## src/rtl/nn_layer_engine_if.sv

```systemverilog
// Host, descriptor and memory bus of the layer engine.
// The engine uses the slave modport. The host and memory side uses the master modport.
interface nn_layer_engine_if #(
    parameter int DATA_W     = 8,
    parameter int ADDR_W     = 8,
    parameter int MAX_LAYERS = 4,
    parameter int LW         = $clog2(MAX_LAYERS + 1),
    parameter int IDX_W      = (MAX_LAYERS > 1) ? $clog2(MAX_LAYERS) : 1
);
    // run control
    logic                      start;
    logic [LW-1:0]             num_layers;
    logic [ADDR_W-1:0]         in_base;
    logic                      busy;
    logic                      done;
    logic                      err;
    logic [ADDR_W-1:0]         out_base;
    // descriptor programming
    logic                      cfg_we;
    logic [IDX_W-1:0]          cfg_addr;
    logic [ADDR_W-1:0]         cfg_n_in;
    logic [ADDR_W-1:0]         cfg_n_out;
    logic                      cfg_relu;
    // weight and neuron memories
    logic [ADDR_W-1:0]         w_addr;
    logic signed [DATA_W-1:0]  w_data;
    logic [ADDR_W-1:0]         n_rd_addr;
    logic signed [DATA_W-1:0]  n_rd_data;
    logic                      n_wr_en;
    logic [ADDR_W-1:0]         n_wr_addr;
    logic signed [DATA_W-1:0]  n_wr_data;

    modport slave (
        input  start, num_layers, in_base,
        input  cfg_we, cfg_addr, cfg_n_in, cfg_n_out, cfg_relu,
        input  w_data, n_rd_data,
        output busy, done, err, out_base,
        output w_addr, n_rd_addr, n_wr_en, n_wr_addr, n_wr_data
    );

    modport master (
        output start, num_layers, in_base,
        output cfg_we, cfg_addr, cfg_n_in, cfg_n_out, cfg_relu,
        output w_data, n_rd_data,
        input  busy, done, err, out_base,
        input  w_addr, n_rd_addr, n_wr_en, n_wr_addr, n_wr_data
    );
endinterface

```

## src/rtl/nn_layer_engine.sv

```systemverilog
// Multi-layer fully-connected inference engine.
// It streams weights linearly from weight memory. Each layer reads its input vector
// from neuron memory and writes its outputs directly after that vector. The written
// outputs then become the input vector of the next layer.
module nn_layer_engine #(
    parameter int DATA_W     = 8,
    parameter int ADDR_W     = 8,
    parameter int ACC_W      = 24,
    parameter int FRAC_BITS  = 4,
    parameter int MAX_LAYERS = 4,
    parameter int LW         = $clog2(MAX_LAYERS + 1)
) (
    input  logic               clk,
    input  logic               reset,
    nn_layer_engine_if.slave   bus
);
    localparam int IDX_W = (MAX_LAYERS > 1) ? $clog2(MAX_LAYERS) : 1;
    localparam int PROD_W = 2 * DATA_W;
    localparam logic signed [ACC_W-1:0] SAT_MAX = ACC_W'((2 ** (DATA_W - 1)) - 1);
    localparam logic signed [ACC_W-1:0] SAT_MIN = ACC_W'(-(2 ** (DATA_W - 1)));

    typedef enum logic [2:0] {
        S_IDLE, S_SETUP, S_MAC, S_DRAIN, S_WRITE, S_FINISH
    } state_t;

    state_t state_reg, state_next;

    // run-level registers
    logic [LW-1:0]      layers_reg;
    logic [LW-1:0]      layer_reg;
    logic [ADDR_W-1:0]  w_ptr_reg;
    logic [ADDR_W-1:0]  rd_base_reg;
    logic [ADDR_W-1:0]  wr_base_reg;
    logic [ADDR_W-1:0]  out_base_reg;
    logic               err_reg;
    // per-layer registers, loaded in SETUP
    logic [ADDR_W-1:0]  n_in_reg;
    logic [ADDR_W-1:0]  n_out_reg;
    logic               relu_reg;
    // loop counters: i indexes inputs, j indexes output neurons
    logic [ADDR_W-1:0]  i_reg;
    logic [ADDR_W-1:0]  j_reg;
    // accumulator and the flag marking that the memories return a product this cycle
    logic signed [ACC_W-1:0] acc_reg;
    logic                    prod_valid_reg;

    // descriptor table, one register slice per entry
    logic [ADDR_W-1:0]  desc_n_in  [MAX_LAYERS];
    logic [ADDR_W-1:0]  desc_n_out [MAX_LAYERS];
    logic               desc_relu  [MAX_LAYERS];

    logic               busy_c;
    logic               cfg_wr;
    logic [IDX_W-1:0]   layer_idx;
    logic [ADDR_W-1:0]  cur_n_in;
    logic [ADDR_W-1:0]  cur_n_out;
    logic               cur_relu;
    logic               desc_bad;
    logic               last_input;
    logic               last_neuron;
    logic               last_layer;

    // Descriptors may only change while the engine is not running a layer sequence.
    assign cfg_wr = bus.cfg_we && !busy_c;

    genvar gi;
    generate
        for (gi = 0; gi < MAX_LAYERS; gi++) begin : g_desc
            logic [ADDR_W-1:0] n_in_reg;
            logic [ADDR_W-1:0] n_out_reg;
            logic              relu_reg;

            // descriptor entry gi: written when addressed and the engine is idle
            always_ff @(posedge clk) begin
                if (reset) begin
                    n_in_reg  <= '0;
                    n_out_reg <= '0;
                    relu_reg  <= 1'b0;
                end else if (cfg_wr && (bus.cfg_addr == IDX_W'(gi))) begin
                    n_in_reg  <= bus.cfg_n_in;
                    n_out_reg <= bus.cfg_n_out;
                    relu_reg  <= bus.cfg_relu;
                end
            end

            assign desc_n_in[gi]  = n_in_reg;
            assign desc_n_out[gi] = n_out_reg;
            assign desc_relu[gi]  = relu_reg;
        end
    endgenerate

    assign layer_idx   = layer_reg[IDX_W-1:0];
    assign cur_n_in    = desc_n_in[layer_idx];
    assign cur_n_out   = desc_n_out[layer_idx];
    assign cur_relu    = desc_relu[layer_idx];
    assign desc_bad    = (cur_n_in == '0) || (cur_n_out == '0);
    assign last_input  = (i_reg == n_in_reg - ADDR_W'(1));
    assign last_neuron = (j_reg == n_out_reg - ADDR_W'(1));
    assign last_layer  = (layer_reg == layers_reg - LW'(1));

    // state register
    always_ff @(posedge clk) begin
        if (reset) begin
            state_reg <= S_IDLE;
        end else begin
            state_reg <= state_next;
        end
    end

    // next-state logic
    always_comb begin
        state_next = state_reg;
        case (state_reg)
            S_IDLE: begin
                if (bus.start) begin
                    state_next = (bus.num_layers == '0) ? S_FINISH : S_SETUP;
                end
            end
            S_SETUP:  state_next = desc_bad ? S_FINISH : S_MAC;
            S_MAC:    state_next = last_input ? S_DRAIN : S_MAC;
            S_DRAIN:  state_next = S_WRITE;
            S_WRITE: begin
                if (!last_neuron) begin
                    state_next = S_MAC;
                end else if (last_layer) begin
                    state_next = S_FINISH;
                end else begin
                    state_next = S_SETUP;
                end
            end
            S_FINISH: state_next = S_IDLE;
            default:  state_next = S_IDLE;
        endcase
    end

    // sequencing registers: pointers, bases, counters and status
    always_ff @(posedge clk) begin
        if (reset) begin
            layers_reg   <= '0;
            layer_reg    <= '0;
            w_ptr_reg    <= '0;
            rd_base_reg  <= '0;
            wr_base_reg  <= '0;
            out_base_reg <= '0;
            err_reg      <= 1'b0;
            n_in_reg     <= '0;
            n_out_reg    <= '0;
            relu_reg     <= 1'b0;
            i_reg        <= '0;
            j_reg        <= '0;
        end else begin
            case (state_reg)
                S_IDLE: begin
                    if (bus.start) begin
                        layers_reg  <= bus.num_layers;
                        layer_reg   <= '0;
                        w_ptr_reg   <= '0;
                        rd_base_reg <= bus.in_base;
                        err_reg     <= 1'b0;
                        if (bus.num_layers == '0) begin
                            out_base_reg <= bus.in_base;
                        end
                    end
                end
                S_SETUP: begin
                    n_in_reg  <= cur_n_in;
                    n_out_reg <= cur_n_out;
                    relu_reg  <= cur_relu;
                    i_reg     <= '0;
                    j_reg     <= '0;
                    if (desc_bad) begin
                        err_reg <= 1'b1;
                    end else begin
                        wr_base_reg <= rd_base_reg + cur_n_in;
                    end
                end
                S_MAC: begin
                    w_ptr_reg <= w_ptr_reg + ADDR_W'(1);
                    i_reg     <= i_reg + ADDR_W'(1);
                end
                S_WRITE: begin
                    i_reg <= '0;
                    j_reg <= j_reg + ADDR_W'(1);
                    if (last_neuron) begin
                        if (last_layer) begin
                            out_base_reg <= wr_base_reg;
                        end else begin
                            rd_base_reg <= wr_base_reg;
                            layer_reg   <= layer_reg + LW'(1);
                        end
                    end
                end
                default: ;
            endcase
        end
    end

    logic signed [PROD_W-1:0] prod;
    logic signed [ACC_W-1:0]  prod_ext;
    assign prod     = bus.w_data * bus.n_rd_data;
    assign prod_ext = {{(ACC_W - PROD_W){prod[PROD_W-1]}}, prod};

    // accumulate the product that returns one cycle after each MAC address is issued
    always_ff @(posedge clk) begin
        if (reset) begin
            acc_reg        <= '0;
            prod_valid_reg <= 1'b0;
        end else begin
            prod_valid_reg <= (state_reg == S_MAC);
            if ((state_reg == S_SETUP) || (state_reg == S_WRITE)) begin
                acc_reg <= '0;
            end else if (prod_valid_reg) begin
                acc_reg <= acc_reg + prod_ext;
            end
        end
    end

    // activation: drop fraction bits, saturate to DATA_W, then optional ReLU
    logic signed [ACC_W-1:0]  acc_shift;
    logic signed [DATA_W-1:0] act_sat;
    logic signed [DATA_W-1:0] act_value;
    assign acc_shift = acc_reg >>> FRAC_BITS;

    always_comb begin
        act_sat = acc_shift[DATA_W-1:0];
        if (acc_shift > SAT_MAX) begin
            act_sat = SAT_MAX[DATA_W-1:0];
        end else if (acc_shift < SAT_MIN) begin
            act_sat = SAT_MIN[DATA_W-1:0];
        end
        act_value = (relu_reg && act_sat[DATA_W-1]) ? '0 : act_sat;
    end

    // output decode from state
    logic                      done_c;
    logic [ADDR_W-1:0]         w_addr_c;
    logic [ADDR_W-1:0]         rd_addr_c;
    logic                      wr_en_c;
    logic [ADDR_W-1:0]         wr_addr_c;
    logic signed [DATA_W-1:0]  wr_data_c;

    // Addresses are driven only when they matter. The write strobe is masked by reset,
    // so a reset landing on a WRITE cycle does not disturb memory.
    always_comb begin
        busy_c    = (state_reg != S_IDLE) && (state_reg != S_FINISH);
        done_c    = (state_reg == S_FINISH);
        w_addr_c  = '0;
        rd_addr_c = '0;
        wr_en_c   = 1'b0;
        wr_addr_c = '0;
        wr_data_c = '0;
        if (state_reg == S_MAC) begin
            w_addr_c  = w_ptr_reg;
            rd_addr_c = rd_base_reg + i_reg;
        end
        if (state_reg == S_WRITE) begin
            wr_en_c   = !reset;
            wr_addr_c = wr_base_reg + j_reg;
            wr_data_c = act_value;
        end
    end

    assign bus.busy      = busy_c;
    assign bus.done      = done_c;
    assign bus.err       = err_reg;
    assign bus.out_base  = out_base_reg;
    assign bus.w_addr    = w_addr_c;
    assign bus.n_rd_addr = rd_addr_c;
    assign bus.n_wr_en   = wr_en_c;
    assign bus.n_wr_addr = wr_addr_c;
    assign bus.n_wr_data = wr_data_c;

endmodule

```

## src/flat_wrapper.sv

```systemverilog
// flat-port wrapper written by rule: the top's interface ports become plain ports
module nn_layer_engine_flat 
#(
    parameter int DATA_W     = 8,
    parameter int ADDR_W     = 8,
    parameter int ACC_W      = 24,
    parameter int FRAC_BITS  = 4,
    parameter int MAX_LAYERS = 4,
    parameter int LW         = $clog2(MAX_LAYERS + 1)
)
  (clk, reset, bus_start, bus_num_layers, bus_in_base, bus_cfg_we, bus_cfg_addr, bus_cfg_n_in, bus_cfg_n_out, bus_cfg_relu, bus_w_data, bus_n_rd_data, bus_busy, bus_done, bus_err, bus_out_base, bus_w_addr, bus_n_rd_addr, bus_n_wr_en, bus_n_wr_addr, bus_n_wr_data);
  nn_layer_engine_if #(.DATA_W(DATA_W), .ADDR_W(ADDR_W), .MAX_LAYERS(MAX_LAYERS), .LW(LW)) bus_i ();
  input  logic clk;
  input  logic reset;
  input wire logic [$bits(bus_i.start)-1:0] bus_start;
  input wire logic [$bits(bus_i.num_layers)-1:0] bus_num_layers;
  input wire logic [$bits(bus_i.in_base)-1:0] bus_in_base;
  input wire logic [$bits(bus_i.cfg_we)-1:0] bus_cfg_we;
  input wire logic [$bits(bus_i.cfg_addr)-1:0] bus_cfg_addr;
  input wire logic [$bits(bus_i.cfg_n_in)-1:0] bus_cfg_n_in;
  input wire logic [$bits(bus_i.cfg_n_out)-1:0] bus_cfg_n_out;
  input wire logic [$bits(bus_i.cfg_relu)-1:0] bus_cfg_relu;
  input wire logic [$bits(bus_i.w_data)-1:0] bus_w_data;
  input wire logic [$bits(bus_i.n_rd_data)-1:0] bus_n_rd_data;
  output wire logic [$bits(bus_i.busy)-1:0] bus_busy;
  output wire logic [$bits(bus_i.done)-1:0] bus_done;
  output wire logic [$bits(bus_i.err)-1:0] bus_err;
  output wire logic [$bits(bus_i.out_base)-1:0] bus_out_base;
  output wire logic [$bits(bus_i.w_addr)-1:0] bus_w_addr;
  output wire logic [$bits(bus_i.n_rd_addr)-1:0] bus_n_rd_addr;
  output wire logic [$bits(bus_i.n_wr_en)-1:0] bus_n_wr_en;
  output wire logic [$bits(bus_i.n_wr_addr)-1:0] bus_n_wr_addr;
  output wire logic [$bits(bus_i.n_wr_data)-1:0] bus_n_wr_data;
  assign bus_i.start = bus_start;
  assign bus_i.num_layers = bus_num_layers;
  assign bus_i.in_base = bus_in_base;
  assign bus_i.cfg_we = bus_cfg_we;
  assign bus_i.cfg_addr = bus_cfg_addr;
  assign bus_i.cfg_n_in = bus_cfg_n_in;
  assign bus_i.cfg_n_out = bus_cfg_n_out;
  assign bus_i.cfg_relu = bus_cfg_relu;
  assign bus_i.w_data = bus_w_data;
  assign bus_i.n_rd_data = bus_n_rd_data;
  assign bus_busy = bus_i.busy;
  assign bus_done = bus_i.done;
  assign bus_err = bus_i.err;
  assign bus_out_base = bus_i.out_base;
  assign bus_w_addr = bus_i.w_addr;
  assign bus_n_rd_addr = bus_i.n_rd_addr;
  assign bus_n_wr_en = bus_i.n_wr_en;
  assign bus_n_wr_addr = bus_i.n_wr_addr;
  assign bus_n_wr_data = bus_i.n_wr_data;
  nn_layer_engine #(.DATA_W(DATA_W), .ADDR_W(ADDR_W), .ACC_W(ACC_W), .FRAC_BITS(FRAC_BITS), .MAX_LAYERS(MAX_LAYERS), .LW(LW)) u_core (.clk(clk), .reset(reset), .bus(bus_i));
endmodule
```

## config.mk

```make
export PLATFORM = sky130hd
export DESIGN_NAME = nn_layer_engine_flat
export DESIGN_NICKNAME = d
export VERILOG_FILES = /design/src/rtl/nn_layer_engine_if.sv /design/src/rtl/nn_layer_engine.sv /design/src/flat_wrapper.sv
export SDC_FILE = /design/constraint.sdc
export NUM_CORES = 1
export LEC_CHECK = 0
export ABC_AREA = 1
export CORE_MARGIN = 2
export CORE_UTILIZATION = 55
export DETAILED_ROUTE_END_ITERATION = 16
export PLACE_DENSITY = 0.75
export SLEW_MARGIN = 20
export SYNTH_ARGS = -nofsm -noshare
export SYNTH_HDL_FRONTEND = slang
export SYNTH_SLANG_ARGS = --single-unit
```

## constraint.sdc

```tcl
create_clock -name clk -period 7.8 [get_ports clk]
set_clock_uncertainty 0.2 [all_clocks]
set_input_delay 1.17 -clock clk [delete_from_list [all_inputs] [get_ports clk]]
set_output_delay 1.17 -clock clk [all_outputs]
set_load 0.01 [all_outputs]
```

==> flow_summary.yaml <==
drt:
  drt-total-wl_um: 31300
  via_per_inst: 5.28
  drt_iter0_markers: 751
  num_vias: 11400
  drc: 0
  dr.pass1.iters: 5
  ant_nets: 0
  wl_per_cell_um: 14.5
clock_network:
  cts_buffers: 17
  cts_root_buf: "clkbuf_16"
  clk_latency_ns: 0.43
  cts_resized: 0
  clk_pin_slew_ns: 0.07
  cts.sinks: 168
  cts_max_level: 4
  ctsHoldBuffers: 0
  cts_tree: "done"
  cts_buffer_depth: 2
  post_cts_buffers: 0
synth:
  synth_cells: 1783
  synth-seq-area-share_pct: 25.7
  netlist_area_mm2: 0.0131
  synth_area_per_cell_um2: 7.35
  synth.distinct_cells: 53
  ys_seq_elements: 168
  synthArstFlopShare_pct: 0
  synth_nets: 2022
  yosys_warnings: 0
  synthFlopType: "dfxtp_1"
  synth_edf_count: 0
timing:
  tightest_slew_ns: 1.02
  clock.fmax_ghz: 0.155
  hold_viol: 0
  rsz0062_at_grt: "false"
  fin_ws_ns: 1.33
  timing.final.crit_share_pct: 82.9
  fin_hold_ws_ns: 0.246
  period_needed_ns: 6.47
  tns_ns: 0
  maxSlewViolCount: 0
  slew_headroom_pct: 32.3
  setup_violations: 0
setup_path:
  crit_top_cell: "fa_1"
  setup.worst_path.class: "in -> reg"
  arrival_ns: 6.60
  worstSetupEndpointType: "flop"
  cp_max_fo: 9
  setup.worst_path.start_class: "input pin"
  crit_path_max_incr_delay_ns: 0.59
  required_ns: 7.93
  crit_chain: "clkdlybuf4s50_1, clkinv_1, buf_4, or2_2, fa_1, fa_1, inv_1, fa_1, fa_1, fa_1, ha_1, a21oi_1, nand2_1, a21boi_0, o21ai_0, nand3_1, nand2_1, nand2_1, nand3_1, nand2_1, inv_1"
  cp_slowest_cell: "fa_1"
cells_and_area:
  nNetsFinal: 2074
  final_cell_mix: "inv_1 (301), nand2_1 (282), a21oi_1 (183)"
  antenna_cells: 0
  final_common_cell: "inv_1"
  layout-drive-gt1-share_pct: 3.95
  area.growth.synth_to_final_pct: 13.0
  final_cells: 2167
die:
  die_y_um: 158
  die_area_mm2: 0.0251
  die_w_um: 158
  ioPinCount: 94
  design.core.area_mm2: 0.0234
  rows: 56
  initial_core_util_pct: 56.0
min_path:
  hp-class: "reg -> reg"
grt:
  antenna_found_initial: 1
  grt_pass1_vias: 11100
  track_usage_pct: 25.9
  grt_max_degree: 119
  grt_pass1_wl_um: 52500
  grt_overflow: 0
pwr:
  power_density_mw_per_mm2: 341
  p_leak_nw: 6.89
  peakVddDrop_mv: 0.287
  power.total_w: 0.00505
placement:
  gp_congestion: 0.933
  placed_cells: 2135
  hpwlAfterDp_um: 23800
  portBuffers: 93
  preCtsSetupSlack_ns: 0.939
run_status:
  status: "complete, no violations"
job:
  drv_cap: 0
critical path, delay by kind of cell:
family	cells	cell delay, ns
adders and majority gates	6	2.96
AOI/OAI and AO/OA	3	0.88
and+or+nand+nor	7	0.80
buffers and inverters	5	0.77
logic make-up (layout without fill, tap and decap cells):
group	after synthesis	in the layout	synth area share (%)
flip-flops	168	168	25.7
adder cells (fa/ha/maj)	189	189	24.2
multiplexers	4	4	0.305
XOR/XNOR	44	44	3.26
buffers and inverters	387	452	11.6
AO/OA/AOI/OAI	395	395	15.9
AND/OR/NAND/NOR	596	596	19.1
per-stage QoR:
step	cell area [um2]	utilization, %
floorplan	13100	-
global placement	14200	60.7
detailed placement	14200	60.7
CTS	14800	63.3
global route	14800	63.3
finish	14800	63.3
final timing paths:
kind / from / slack, ns / cells past startpoint / to
setup / recovery: bus_n_rd_data[7] / 1.33 / 21 / u_core.acc_reg[18]
hold / removal: u_core.g_desc[0].n_out_reg[0] / 0.25 / 2 / u_core.g_desc[0].n_out_reg[0]
setup reg to reg: u_core.acc_reg[6] / 2.76 / 20 / u_core.acc_reg[18]
hold reg to reg: u_core.g_desc[0].n_out_reg[0] / 0.25 / 2 / u_core.g_desc[0].n_out_reg[0]
metal layers:
layer | wire, um | GRT usage [%] | vias to the layer above
li1 | - | - | 5792
met1 | 13700 | 32.8 | 5338
met4 | 687 | 7.64 | 2
met2 | 15500 | 45.9 | 263
met5 | 17 | 0 | -
met3 | 1420 | 3.84 | 52
synth_stat cells (20+ instances only):
| cell | count | area, um2 |
|---|---|---|
| inv_1 | 302 | 1130 |
| nand2_1 | 282 | 1060 |
| a21oi_1 | 183 | 916 |
| dfxtp_1 | 168 | 3360 |
| nor2_1 | 168 | 631 |
| o21ai_0 | 168 | 841 |
| fa_1 | 107 | 2140 |
| nand3_1 | 88 | 440 |
| ha_1 | 82 | 1030 |
| clkbuf_1 | 49 | 184 |
| xnor2_1 | 21 | 184 |
| xor2_1 | 20 | 175 |
area by class of cell:
class | instances | area [um2]
multi-input cells | 1228 | 8230
repair buffers | 107 | 1040
fillers | 2179 | 8590
flip-flops and latches | 168 | 3360
clock buffers | 18 | 429
well taps | 319 | 399
inverters | 313 | 1180
clock inverters | 14 | 178
power breakdown:
part	internal, W	switching, W
clock network	0.000488	0.000386
logic	0.00113	0.00190
registers	0.00101	0.000135
total	0.00263	0.00242
(Power assumes the default switching activity.)
